==> src/rtl/axi2hdmi_frame_sink_pkg.sv <==
// Shared types and constants for the axi2hdmi frame sink.
// The CRC constants are used only when AXI2HDMI_FRAME_SINK_CRC_EN is defined.
package axi2hdmi_frame_sink_pkg;

    typedef enum logic [1:0] {
        IDLE  = 2'd0,
        FIRST = 2'd1,
        RUN   = 2'd2
    } state_e;

    localparam logic [31:0] CRC_POLY   = 32'hEDB8_8320;
    localparam logic [31:0] CRC_INIT   = 32'hFFFF_FFFF;
    localparam logic [31:0] CRC_XOROUT = 32'hFFFF_FFFF;

endpackage

==> src/rtl/axi2hdmi_frame_sink_crc24.sv <==
// One-pixel CRC-32 update (reflected IEEE), bytes R then G then B.
// Compiled only when AXI2HDMI_FRAME_SINK_CRC_EN is defined.
`ifdef AXI2HDMI_FRAME_SINK_CRC_EN
module axi2hdmi_frame_sink_crc24
    import axi2hdmi_frame_sink_pkg::*;
(
    input  logic [31:0] crc_i,
    input  logic [23:0] pix_i,
    output logic [31:0] crc_o
);

    function automatic logic [31:0] crc_pix(input logic [31:0] crc_in, input logic [23:0] pix);
        logic [31:0] c;
        c = crc_in;
        for (int b = 2; b >= 0; b--) begin
            c = c ^ {24'h0, pix[b*8 +: 8]};
            for (int k = 0; k < 8; k++) begin
                c = c[0] ? ((c >> 1) ^ CRC_POLY) : (c >> 1);
            end
        end
        return c;
    endfunction

    assign crc_o = crc_pix(crc_i, pix_i);

endmodule
`endif

==> src/rtl/axi2hdmi_frame_sink.sv <==
// Video sink: recovers raster timing from hsync/vsync and signs the active window per frame.
// Define AXI2HDMI_FRAME_SINK_CRC_EN for a CRC-32 signature; default build uses a 32-bit pixel sum.
module axi2hdmi_frame_sink
    import axi2hdmi_frame_sink_pkg::*;
#(
    parameter bit          SyncActiveHigh = 1'b1,
    parameter int unsigned CntWidth       = 16,
    parameter int unsigned HActStart      = 144,
    parameter int unsigned HActive        = 640,
    parameter int unsigned VActStart      = 35,
    parameter int unsigned VActive        = 480
) (
    input  logic                clk_i,
    input  logic                rst_ni,
    input  logic                pix_en_i,
    input  logic                hsync_i,
    input  logic                vsync_i,
    input  logic [7:0]          red_i,
    input  logic [7:0]          green_i,
    input  logic [7:0]          blue_i,
    input  logic                clear_i,
    output logic                frame_valid_o,
    output logic [31:0]         frame_sig_o,
    output logic [CntWidth-1:0] h_total_o,
    output logic [CntWidth-1:0] v_total_o,
    output logic [CntWidth-1:0] frame_cnt_o,
    output logic                timing_err_o
);

    localparam logic [CntWidth-1:0] CNT_ONE = {{(CntWidth-1){1'b0}}, 1'b1};
    localparam logic [CntWidth-1:0] CNT_MAX = {CntWidth{1'b1}};
    localparam logic [CntWidth:0]   H_LO    = (CntWidth+1)'(HActStart);
    localparam logic [CntWidth:0]   H_HI    = (CntWidth+1)'(HActStart + HActive);
    localparam logic [CntWidth:0]   V_LO    = (CntWidth+1)'(VActStart);
    localparam logic [CntWidth:0]   V_HI    = (CntWidth+1)'(VActStart + VActive);

`ifdef AXI2HDMI_FRAME_SINK_CRC_EN
    localparam logic [31:0] SIG_INIT = CRC_INIT;
    localparam logic [31:0] SIG_XOR  = CRC_XOROUT;
`else
    localparam logic [31:0] SIG_INIT = 32'h0;
    localparam logic [31:0] SIG_XOR  = 32'h0;
`endif

    function automatic logic [CntWidth-1:0] sat_inc(input logic [CntWidth-1:0] v);
        return (v == CNT_MAX) ? v : v + CNT_ONE;
    endfunction

    state_e              state_q, state_d;
    logic                hs_prev_q, vs_prev_q, line_seen_q, h_ref_vld_q;
    logic [CntWidth-1:0] h_cnt_q, v_cnt_q, h_last_q;
    logic [31:0]         sig_q;

    logic                hs_on, vs_on, hs_edge, vs_edge, hs_cap, in_win, accum, report;
    logic                h_err, v_err, sat_err;
    logic [CntWidth-1:0] h_cnt_d, v_cnt_d, h_last_d, line_len, v_tot_now;
    logic [23:0]         pix;
    logic [31:0]         sig_base, sig_upd, sig_d;

    // Sync edge detection and raster counters
    assign hs_on     = (hsync_i == SyncActiveHigh);
    assign vs_on     = (vsync_i == SyncActiveHigh);
    assign hs_edge   = pix_en_i & hs_on & ~hs_prev_q;
    assign vs_edge   = pix_en_i & vs_on & ~vs_prev_q;
    assign h_cnt_d   = hs_edge ? '0 : sat_inc(h_cnt_q);
    assign v_cnt_d   = vs_edge ? '0 : (hs_edge ? sat_inc(v_cnt_q) : v_cnt_q);
    assign line_len  = sat_inc(h_cnt_q);
    assign v_tot_now = sat_inc(v_cnt_q);
    // The first edge after reset closes a line of unknown start, so it is not measured.
    assign hs_cap    = hs_edge & line_seen_q;
    assign h_last_d  = hs_cap ? line_len : h_last_q;

    assign in_win = ({1'b0, h_cnt_d} >= H_LO) && ({1'b0, h_cnt_d} < H_HI) &&
                    ({1'b0, v_cnt_d} >= V_LO) && ({1'b0, v_cnt_d} < V_HI);

    assign h_err   = hs_cap & h_ref_vld_q & (line_len != h_last_q);
    assign v_err   = report & (state_q == RUN) & (v_tot_now != v_total_o);
    assign sat_err = pix_en_i & ((h_cnt_d == CNT_MAX) | (v_cnt_d == CNT_MAX));

    // Signature datapath: a vsync edge restarts it with the edge pixel included
    assign pix      = {red_i, green_i, blue_i};
    assign sig_base = vs_edge ? SIG_INIT : sig_q;
    assign accum    = in_win & (vs_edge | (state_q != IDLE));
    assign sig_d    = accum ? sig_upd : sig_base;

`ifdef AXI2HDMI_FRAME_SINK_CRC_EN
    axi2hdmi_frame_sink_crc24 u_crc24 (
        .crc_i (sig_base),
        .pix_i (pix),
        .crc_o (sig_upd)
    );
`else
    assign sig_upd = sig_base + {8'h00, pix};
`endif

    always_comb begin
        state_d = state_q;
        report  = 1'b0;
        if (vs_edge) begin
            case (state_q)
                IDLE:    state_d = FIRST;
                FIRST: begin
                    state_d = RUN;
                    report  = 1'b1;
                end
                default: begin
                    state_d = RUN;
                    report  = 1'b1;
                end
            endcase
        end
    end

    always_ff @(posedge clk_i or negedge rst_ni) begin
        if (!rst_ni) begin
            state_q       <= IDLE;
            hs_prev_q     <= 1'b0;
            vs_prev_q     <= 1'b0;
            line_seen_q   <= 1'b0;
            h_ref_vld_q   <= 1'b0;
            h_cnt_q       <= '0;
            v_cnt_q       <= '0;
            h_last_q      <= '0;
            sig_q         <= SIG_INIT;
            frame_valid_o <= 1'b0;
            frame_sig_o   <= '0;
            h_total_o     <= '0;
            v_total_o     <= '0;
            frame_cnt_o   <= '0;
            timing_err_o  <= 1'b0;
        end else if (clear_i) begin
            state_q       <= IDLE;
            hs_prev_q     <= 1'b0;
            vs_prev_q     <= 1'b0;
            line_seen_q   <= 1'b0;
            h_ref_vld_q   <= 1'b0;
            h_cnt_q       <= '0;
            v_cnt_q       <= '0;
            h_last_q      <= '0;
            sig_q         <= SIG_INIT;
            frame_valid_o <= 1'b0;
            frame_sig_o   <= '0;
            h_total_o     <= '0;
            v_total_o     <= '0;
            frame_cnt_o   <= '0;
            timing_err_o  <= 1'b0;
        end else begin
            state_q       <= state_d;
            frame_valid_o <= report;
            if (pix_en_i) begin
                hs_prev_q <= hs_on;
                vs_prev_q <= vs_on;
                h_cnt_q   <= h_cnt_d;
                v_cnt_q   <= v_cnt_d;
                h_last_q  <= h_last_d;
                sig_q     <= sig_d;
                if (hs_edge) line_seen_q <= 1'b1;
                if (vs_edge)     h_ref_vld_q <= 1'b0;
                else if (hs_cap) h_ref_vld_q <= 1'b1;
            end
            // Report stage: results of the frame that just closed
            if (report) begin
                frame_sig_o <= sig_q ^ SIG_XOR;
                h_total_o   <= h_last_d;
                v_total_o   <= v_tot_now;
                frame_cnt_o <= frame_cnt_o + CNT_ONE;
            end
            if (h_err | v_err | sat_err) timing_err_o <= 1'b1;
        end
    end

endmodule

==> config.mk <==
export PLATFORM = sky130hd
export DESIGN_NAME = axi2hdmi_frame_sink
export DESIGN_NICKNAME = d
export VERILOG_FILES = /design/src/rtl/axi2hdmi_frame_sink_pkg.sv /design/src/rtl/axi2hdmi_frame_sink_crc24.sv /design/src/rtl/axi2hdmi_frame_sink.sv
export SDC_FILE = /design/constraint.sdc
export NUM_CORES = 1
export LEC_CHECK = 0
export CAP_MARGIN = 30
export CORE_ASPECT_RATIO = 0.75
export CORE_MARGIN = 2
export CORE_UTILIZATION = 60
export DETAILED_ROUTE_END_ITERATION = 10
export DONT_BUFFER_PORTS = 1
export HOLD_SLACK_MARGIN = 0.08
export PLACE_DENSITY = 0.82
export SLEW_MARGIN = 40
export SYNTH_ARGS = -nofsm -noshare
export SYNTH_HDL_FRONTEND = slang
export SYNTH_SLANG_ARGS = --single-unit
==> constraint.sdc <==
create_clock -name clk_i -period 4.9 [get_ports clk_i]
set_input_delay 0.98 -clock clk_i [delete_from_list [all_inputs] [get_ports clk_i]]
set_output_delay 0.98 -clock clk_i [all_outputs]
set_load 0.01 [all_outputs]
Yosys cells after proc, flatten, opt, wreduce, memory -nomap -nowiden
Cells that the tools add are included.
{"block": "totals", "ff_bits": 168, "in_bits": 30, "out_inout_bits": 82, "wordCells": 103}
{"block": "classes", "addsub": 4, "magnitude_cmp": 4, "n_eq_ne": 7, "muxes": 43, "bitwise": 17, "n_reduce_logical": 13}
{"cell": "$mux W16", "n": 18}
{"cell": "$mux W32", "n": 6}
{"cell": "$eq A16 B16 Y1 const B", "n": 4}
{"cell": "$add A16 B1 Y16 const B", "n": 3}
{"cell": "$add A32 B24 Y32", "n": 1}
{"cell": "$lt A16 B10 Y1 const B", "n": 2}
{"cell": "$ne A16 B16 Y1", "n": 2}
{"cell": "$ge A16 B6 Y1 const B", "n": 1}
{"cell": "$ge A16 B8 Y1 const B", "n": 1}
{"cell": "$mux W1", "n": 16}
{"cell": "$reduce_bool A2 Y1", "n": 6}
{"cell": "$and A1 B1 Y1", "n": 11}
{"cell": "$mux W2", "n": 3}
{"cell": "$or A1 B1 Y1", "n": 4}
{"cell": "$reduce_and A2 Y1", "n": 2}
{"cell": "$logic_and A1 B1 Y1", "n": 3}
{"cell": "$reduce_bool A3 Y1", "n": 1}
{"cell": "$eq A2 B2 Y1 const B", "n": 1}
{"cell": "$logic_not A2 Y1", "n": 1}
{"cell": "$not A1 Y1", "n": 2}

Logic depth before layout (Yosys ltp)
{"block": "depth", "ltp_word": 11, "mapped_depth": 17, "mapped_depth_nobuf": 15}

Least setup slack after synthesis
Ideal clock, no wire load.
{"block": "synth_timing", "path_type": "input -> register", "from": "input vsync_i", "to": "register sig_q[22]", "setup_ns": 0.121, "arrival_ns": 4.099, "required_time_ns": 4.779, "setup_slack_ns": 0.680, "cell_stages": 16, "n_path_buf": 3, "cell_sequence": "nand2_1 > or2_2 > clkbuf_1 > clkbuf_1 > clkbuf_1 > nand2_1 > fa_1 > nor2b_1 > o31a_1 > o31ai_1 > a211o_1 > a211o_1 > a31oi_1 > nor4_1 > a311o_1 > a22o_1"}
{"block": "synth_via", "elab_chain_len": 10, "elab_cells_between_ends": 14, "cone_classes": "add/sub: 1; order compare: 2; mux: 5; bitwise: 4; reduce/logical: 2"}
{"element": "from (decl)", "line_no": "axi2hdmi_frame_sink.sv:17", "source": "input logic vsync_i,"}
{"element": "$and A1 B1 Y1 (*) (2 in series)", "line_no": "axi2hdmi_frame_sink.sv:64", "source": "assign vs_edge = pix_en_i & vs_on & ~vs_prev_q;"}
{"element": "$mux W16", "line_no": "axi2hdmi_frame_sink.sv:66", "source": "assign v_cnt_d = vs_edge ? '0 : (hs_edge ? sat_inc(v_cnt_q) : v_cnt_q);"}
{"element": "$ge A16 B6 Y1", "line_no": "axi2hdmi_frame_sink.sv:74", "source": "({1'b0, v_cnt_d} >= V_LO) && ({1'b0, v_cnt_d} < V_HI);"}
{"element": "$logic_and A1 B1 Y1", "line_no": "axi2hdmi_frame_sink.sv:73", "source": "assign in_win = ({1'b0, h_cnt_d} >= H_LO) && ({1'b0, h_cnt_d} < H_HI) &&"}
{"element": "$logic_and A1 B1 Y1", "line_no": "axi2hdmi_frame_sink.sv:74"}
{"element": "$and A1 B1 Y1", "line_no": "axi2hdmi_frame_sink.sv:83", "source": "assign accum = in_win & (vs_edge | (state_q != IDLE));"}
{"element": "$mux W32 (*)", "line_no": "axi2hdmi_frame_sink.sv:84", "source": "assign sig_d = accum ? sig_upd : sig_base;"}
{"element": "$mux W32 (*)", "line_no": "axi2hdmi_frame_sink.sv:150", "source": "if (pix_en_i) begin"}
{"element": "$mux W32 (*)", "line_no": "axi2hdmi_frame_sink.sv:131", "source": "end else if (clear_i) begin"}
{"element": "to (signal assigned)", "line_no": "axi2hdmi_frame_sink.sv:156", "source": "sig_q <= sig_d;"}
{"element": "to (decl)", "line_no": "axi2hdmi_frame_sink.sv:52", "source": "logic [31:0] sig_q;"}
Every way passes the cells marked *; elsewhere a longest branch is shown, timed or not. The select of a mux whose other input is x is not followed.
A chain may end at the register's enable or synchronous reset.

Worst setup path in the final report
{"block": "layout_timing", "from": "register v_cnt_q[0]", "to": "register sig_q[28]"}
{"block": "layout_via", "elab_chain_len": 11, "elab_cells_between_ends": 13, "cone_classes": "add/sub: 1; order compare: 2; eq/ne: 1; mux: 6; bitwise: 1; reduce/logical: 2"}
{"element": "from (decl)", "line_no": "axi2hdmi_frame_sink.sv:51", "source": "logic [CntWidth-1:0] h_cnt_q, v_cnt_q, h_last_q;"}
{"element": "from (signal assigned)", "line_no": "axi2hdmi_frame_sink.sv:154", "source": "v_cnt_q <= v_cnt_d;"}
{"element": "$add A16 B1 Y16 or $eq A16 B16 Y1 (tied branches)", "line_no": "axi2hdmi_frame_sink.sv:46", "source": "return (v == CNT_MAX) ? v : v + CNT_ONE;"}
{"element": "$mux W16", "line_no": "axi2hdmi_frame_sink.sv:46"}
{"element": "$mux W16 (*) (2 in series)", "line_no": "axi2hdmi_frame_sink.sv:66"}
{"element": "$ge A16 B6 Y1", "line_no": "axi2hdmi_frame_sink.sv:74"}
{"element": "$logic_and A1 B1 Y1", "line_no": "axi2hdmi_frame_sink.sv:73"}
{"element": "$logic_and A1 B1 Y1 (*)", "line_no": "axi2hdmi_frame_sink.sv:74"}
{"element": "$and A1 B1 Y1 (*)", "line_no": "axi2hdmi_frame_sink.sv:83"}
{"element": "$mux W32 (*)", "line_no": "axi2hdmi_frame_sink.sv:84"}
{"element": "$mux W32 (*)", "line_no": "axi2hdmi_frame_sink.sv:150"}
{"element": "$mux W32 (*)", "line_no": "axi2hdmi_frame_sink.sv:131"}
Marked as above.

==> results.py <==
metrics = {
    "outcome": {
        "outcome": "complete, no violations",
    },
    "sta": {
        "finalSetupViolations": 0,
        "tightest_slew_ns": 0.812,
        "drv_slew": 0,
        "clock_skew_ns": 0.0103,
        "period_needed_ns": 4.36,
        "hold_ws_ns": 0.227,
        "rsz0062_at_grt": "no",
        "max_freq_mhz": 229,
        "finalCritPeriodShare": 0.890,
        "fin_tns_setup_ns": 0,
        "hold_violations": 0,
        "relSlewSlack": 0.457,
    },
    "clocking": {
        "cts_resized": 0,
        "cts_buffers": 17,
        "cts.sink_count": 168,
        "cts_tree": "built",
        "path_clk_slew_ns": 0.07,
        "ctsHoldBuffers": 0,
        "clk_latency_ns": 0.44,
        "htreeDepth": 4,
        "clk_path_buf_depth": 2,
        "post_cts_buffers": 0,
        "clockRootBuffer": "clkbuf_16",
    },
    "synthesis": {
        "yosysSeqAreaShare": 0.422,
        "ys.warnings.count": 0,
        "synthMuxAreaShare": 0.0126,
        "synthArstFlopShare": 1.00,
        "syn-mean-instance-area_um2": 8.80,
        "yosys.area_share.simple": 0.235,
        "yosys_most_used_dff": "dfrtp_1",
        "netlist_area_mm2": 0.00997,
        "synth_compound_area_frac": 0.185,
        "synth_cells": 1133,
        "synth_cell_types": 76,
        "synth_xor_area_frac": 0.0755,
        "synth_top_family_by_area": "simple AND/OR/NAND/NOR gates",
        "synth_edf_count": 0,
        "synthAdderAreaFrac": 0.0359,
        "synth_seq_cells": 168,
        "syn_nets": 1191,
    },
    "flow_run": {
        "maxCapViolCount": 0,
    },
    "route": {
        "vias": 8551,
        "wl_um": 25600,
        "dr.pass1.iters": 5,
        "viasPerCell": 6.47,
        "ant_nets": 0,
        "drt-initial-drc-count": 888,
        "post-route-drc-count": 0,
        "wl_per_cell_um": 19.3,
    },
    "grt": {
        "grt.overflow.total": 0,
        "grt_max_degree": 169,
        "grt_pass1_vias": 8100,
        "track_usage": 0.299,
        "grt_pass1_wl_um": 42400,
        "antenna_found_initial": 0,
    },
    "hold_path": {
        "min_path_type": "in2async",
    },
    "pwr": {
        "power.total_mw": 2.99,
        "p_per_area_mw_per_mm2": 280,
        "leakage_nw": 4.61,
        "ir_drop_v": 0.000253,
    },
    "setup_path": {
        "worstPathMaxFanout": 15,
        "slowest_stage": "o41ai_4",
        "cp_num_buf_inv": 0,
        "path_delay_family": "compound AO/OA/AOI/OAI gates",
        "worstSetupEndpoint": "sig_q[28]",
        "end_kind": "flip-flop",
        "cp_data_arrival_time_ns": 4.70,
        "cp.required_ns": 5.24,
        "r2r_cells": 10,
        "r2r-start": "v_cnt_q[0]",
        "critPathKind": "reg2reg",
        "cp-start-kind": "flip-flop",
        "r2r-end": "sig_q[28]",
        "critical_path_depth": 10,
        "crit_chain": "ha_1, nand3_1, o41ai_4, nor2_1, xnor2_1, o211ai_1, o41a_1, a211o_4, or4_1, a21oi_1",
        "cp_slowest_stage_delay_ns": 0.84,
        "r2r_slack_ns": 0.54,
        "startpoint": "v_cnt_q[0]",
    },
    "place": {
        "place.gp.congestion": 0.920,
        "io_buffers": 0,
        "dp_hpwl_um": 17200,
    },
    "floorplanning": {
        "io_pins": 112,
        "fp.dieW_um": 153,
        "dieArea_mm2": 0.0177,
        "row_count": 40,
        "coreArea_mm2": 0.0161,
        "initial_core_util": 0.618,
        "fp.dieH_um": 116,
    },
    "final_layout": {
        "drive_gt1_frac": 0.0656,
        "num-nets-final": 1157,
        "area_growth_pct": 7.36,
        "antenna_cells": 0,
    },
}
-- stage by stage --
stage / util / setup slack (ns) / cell area [um2] / instances
finish: 0.664 / 0.540 / 10700 / 1322
global route: 0.664 / 0.151 / 10700 / 1322
CTS: 0.663 / 0.571 / 10700 / 1321
detailed placement: 0.624 / 0.300 / 10100 / 1289
global placement: 0.624 / 0.490 / 10100 / 1289
floorplan: - / 0.680 / 9970 / 1133
-- placed cells by master, fill, tap and decap left out, types with 5 or more instances in the layout --
| cell type | n |
|---|---|
| a211o_1 | 5 |
| a211oi_1 | 17 |
| a21o_1 | 14 |
| a21oi_1 | 95 |
| a22o_1 | 29 |
| a31oi_1 | 19 |
| and2_1 | 28 |
| and3_1 | 16 |
| and4_1 | 6 |
| buf_4 | 14 |
| clkbuf_16 | 17 |
| dfrtp_1 | 168 |
| ha_1 | 27 |
| inv_1 | 13 |
| mux2i_1 | 10 |
| nand2_1 | 168 |
| nand2b_1 | 10 |
| nand3_1 | 36 |
| nand4_1 | 19 |
| nor2_1 | 111 |
| nor3_1 | 30 |
| nor4_1 | 7 |
| o211ai_1 | 7 |
| o21a_1 | 5 |
| o21ai_0 | 45 |
| o31ai_1 | 11 |
| or3_1 | 9 |
| or4_1 | 6 |
| xnor2_1 | 55 |
| xor2_1 | 29 |
-- report_power, final --
group	leakage, nW	switching [mW]	internal (mW)
Sequential	2.34	0.0145	1.40
Clock	0.301	0.617	0.829
Combinational	1.97	0.0921	0.0479
Total	4.61	0.723	2.27
-- Yosys cell counts (all sizes together), types with 3 or more instances --
cell      n  area, um2
nor4     10       90.1
nand4    23        186
xor2     29        254
mux2i    11        114
or4       7       56.3
a21oi    95        475
ha       27        338
o31a      3       26.3
o21bai    3       26.3
nor3     31        160
a22o     29        254
and4      6       52.6
a31oi    19        119
nand2b   10       62.6
and3     16        100
o31ai    11       82.6
o211ai    7       52.6
o21a      5       37.5
buf      22        124
nand4b    3       26.3
and2     28        175
nand2   168        631
a211oi   18        140
and3b     3       26.3
or3       9       56.3
dfrtp   168       4200
a21boi    3       22.5
clkbuf   46        174
nand3b    4       30.0
o21ai    48        244
a211o     6       61.3
nor2b     4       25.0
xnor2    56        498
a21o     14        105
nand3    36        180
nor2    113        427
or2       5       31.3
inv      13       48.8
-- how the worst min path moves through the flow --
stage,cells past startpoint,end,from
floorplan,2,h_ref_vld_q,h_ref_vld_q
global placement,2,h_ref_vld_q,h_ref_vld_q
detailed placement,2,h_ref_vld_q,h_ref_vld_q
CTS,0,v_total_o[10],rst_ni
global route,0,frame_sig_o[10],rst_ni
finish,0,frame_sig_o[10],rst_ni
-- sequential cells by signal, indices dropped and copies added, names as in the netlist, 2 cells and up --
name / count
h_total_o: 16
state_q: 2
v_total_o: 16
frame_cnt_o: 16
h_cnt_q: 16
sig_q: 32
h_last_q: 16
v_cnt_q: 16
frame_sig_o: 32
-- cell type report --
class	count	area, um2
sequential	168	4200
timing repair buffer	15	125
clock inverter	14	185
clock buffer	18	439
inverter	13	48.8
tap	210	263
multi-input combinational	884	5430
fill	1309	5420
-- logic make-up after synthesis --
| logic type | Yosys count |
|---|---|
| fa+ha+maj | 28 |
| buf+inv | 81 |
| flops | 168 |
| simple gates | 479 |
| xor+xnor | 85 |
| mux | 12 |
| compound gates | 280 |
-- layer usage --
layer	GRT usage	part of all wire	vias to the layer above
met5	0	0	-
met2	0.436	0.43	391
met4	0.0926	0.018	0
met3	0.0800	0.094	46
li1	-	-	3959
met1	0.439	0.45	4155
-- worst register-to-register path, stage by stage (launching register included) --
cell and delay [ns]:
dfrtp_1 0.54, ha_1 0.44, nand3_1 0.40, o41ai_4 0.84, nor2_1 0.14, xnor2_1 0.30
o211ai_1 0.15, o41a_1 0.37, a211o_4 0.40, or4_1 0.52, a21oi_1 0.17
Note: power is estimated with default switching activity, not from simulation.
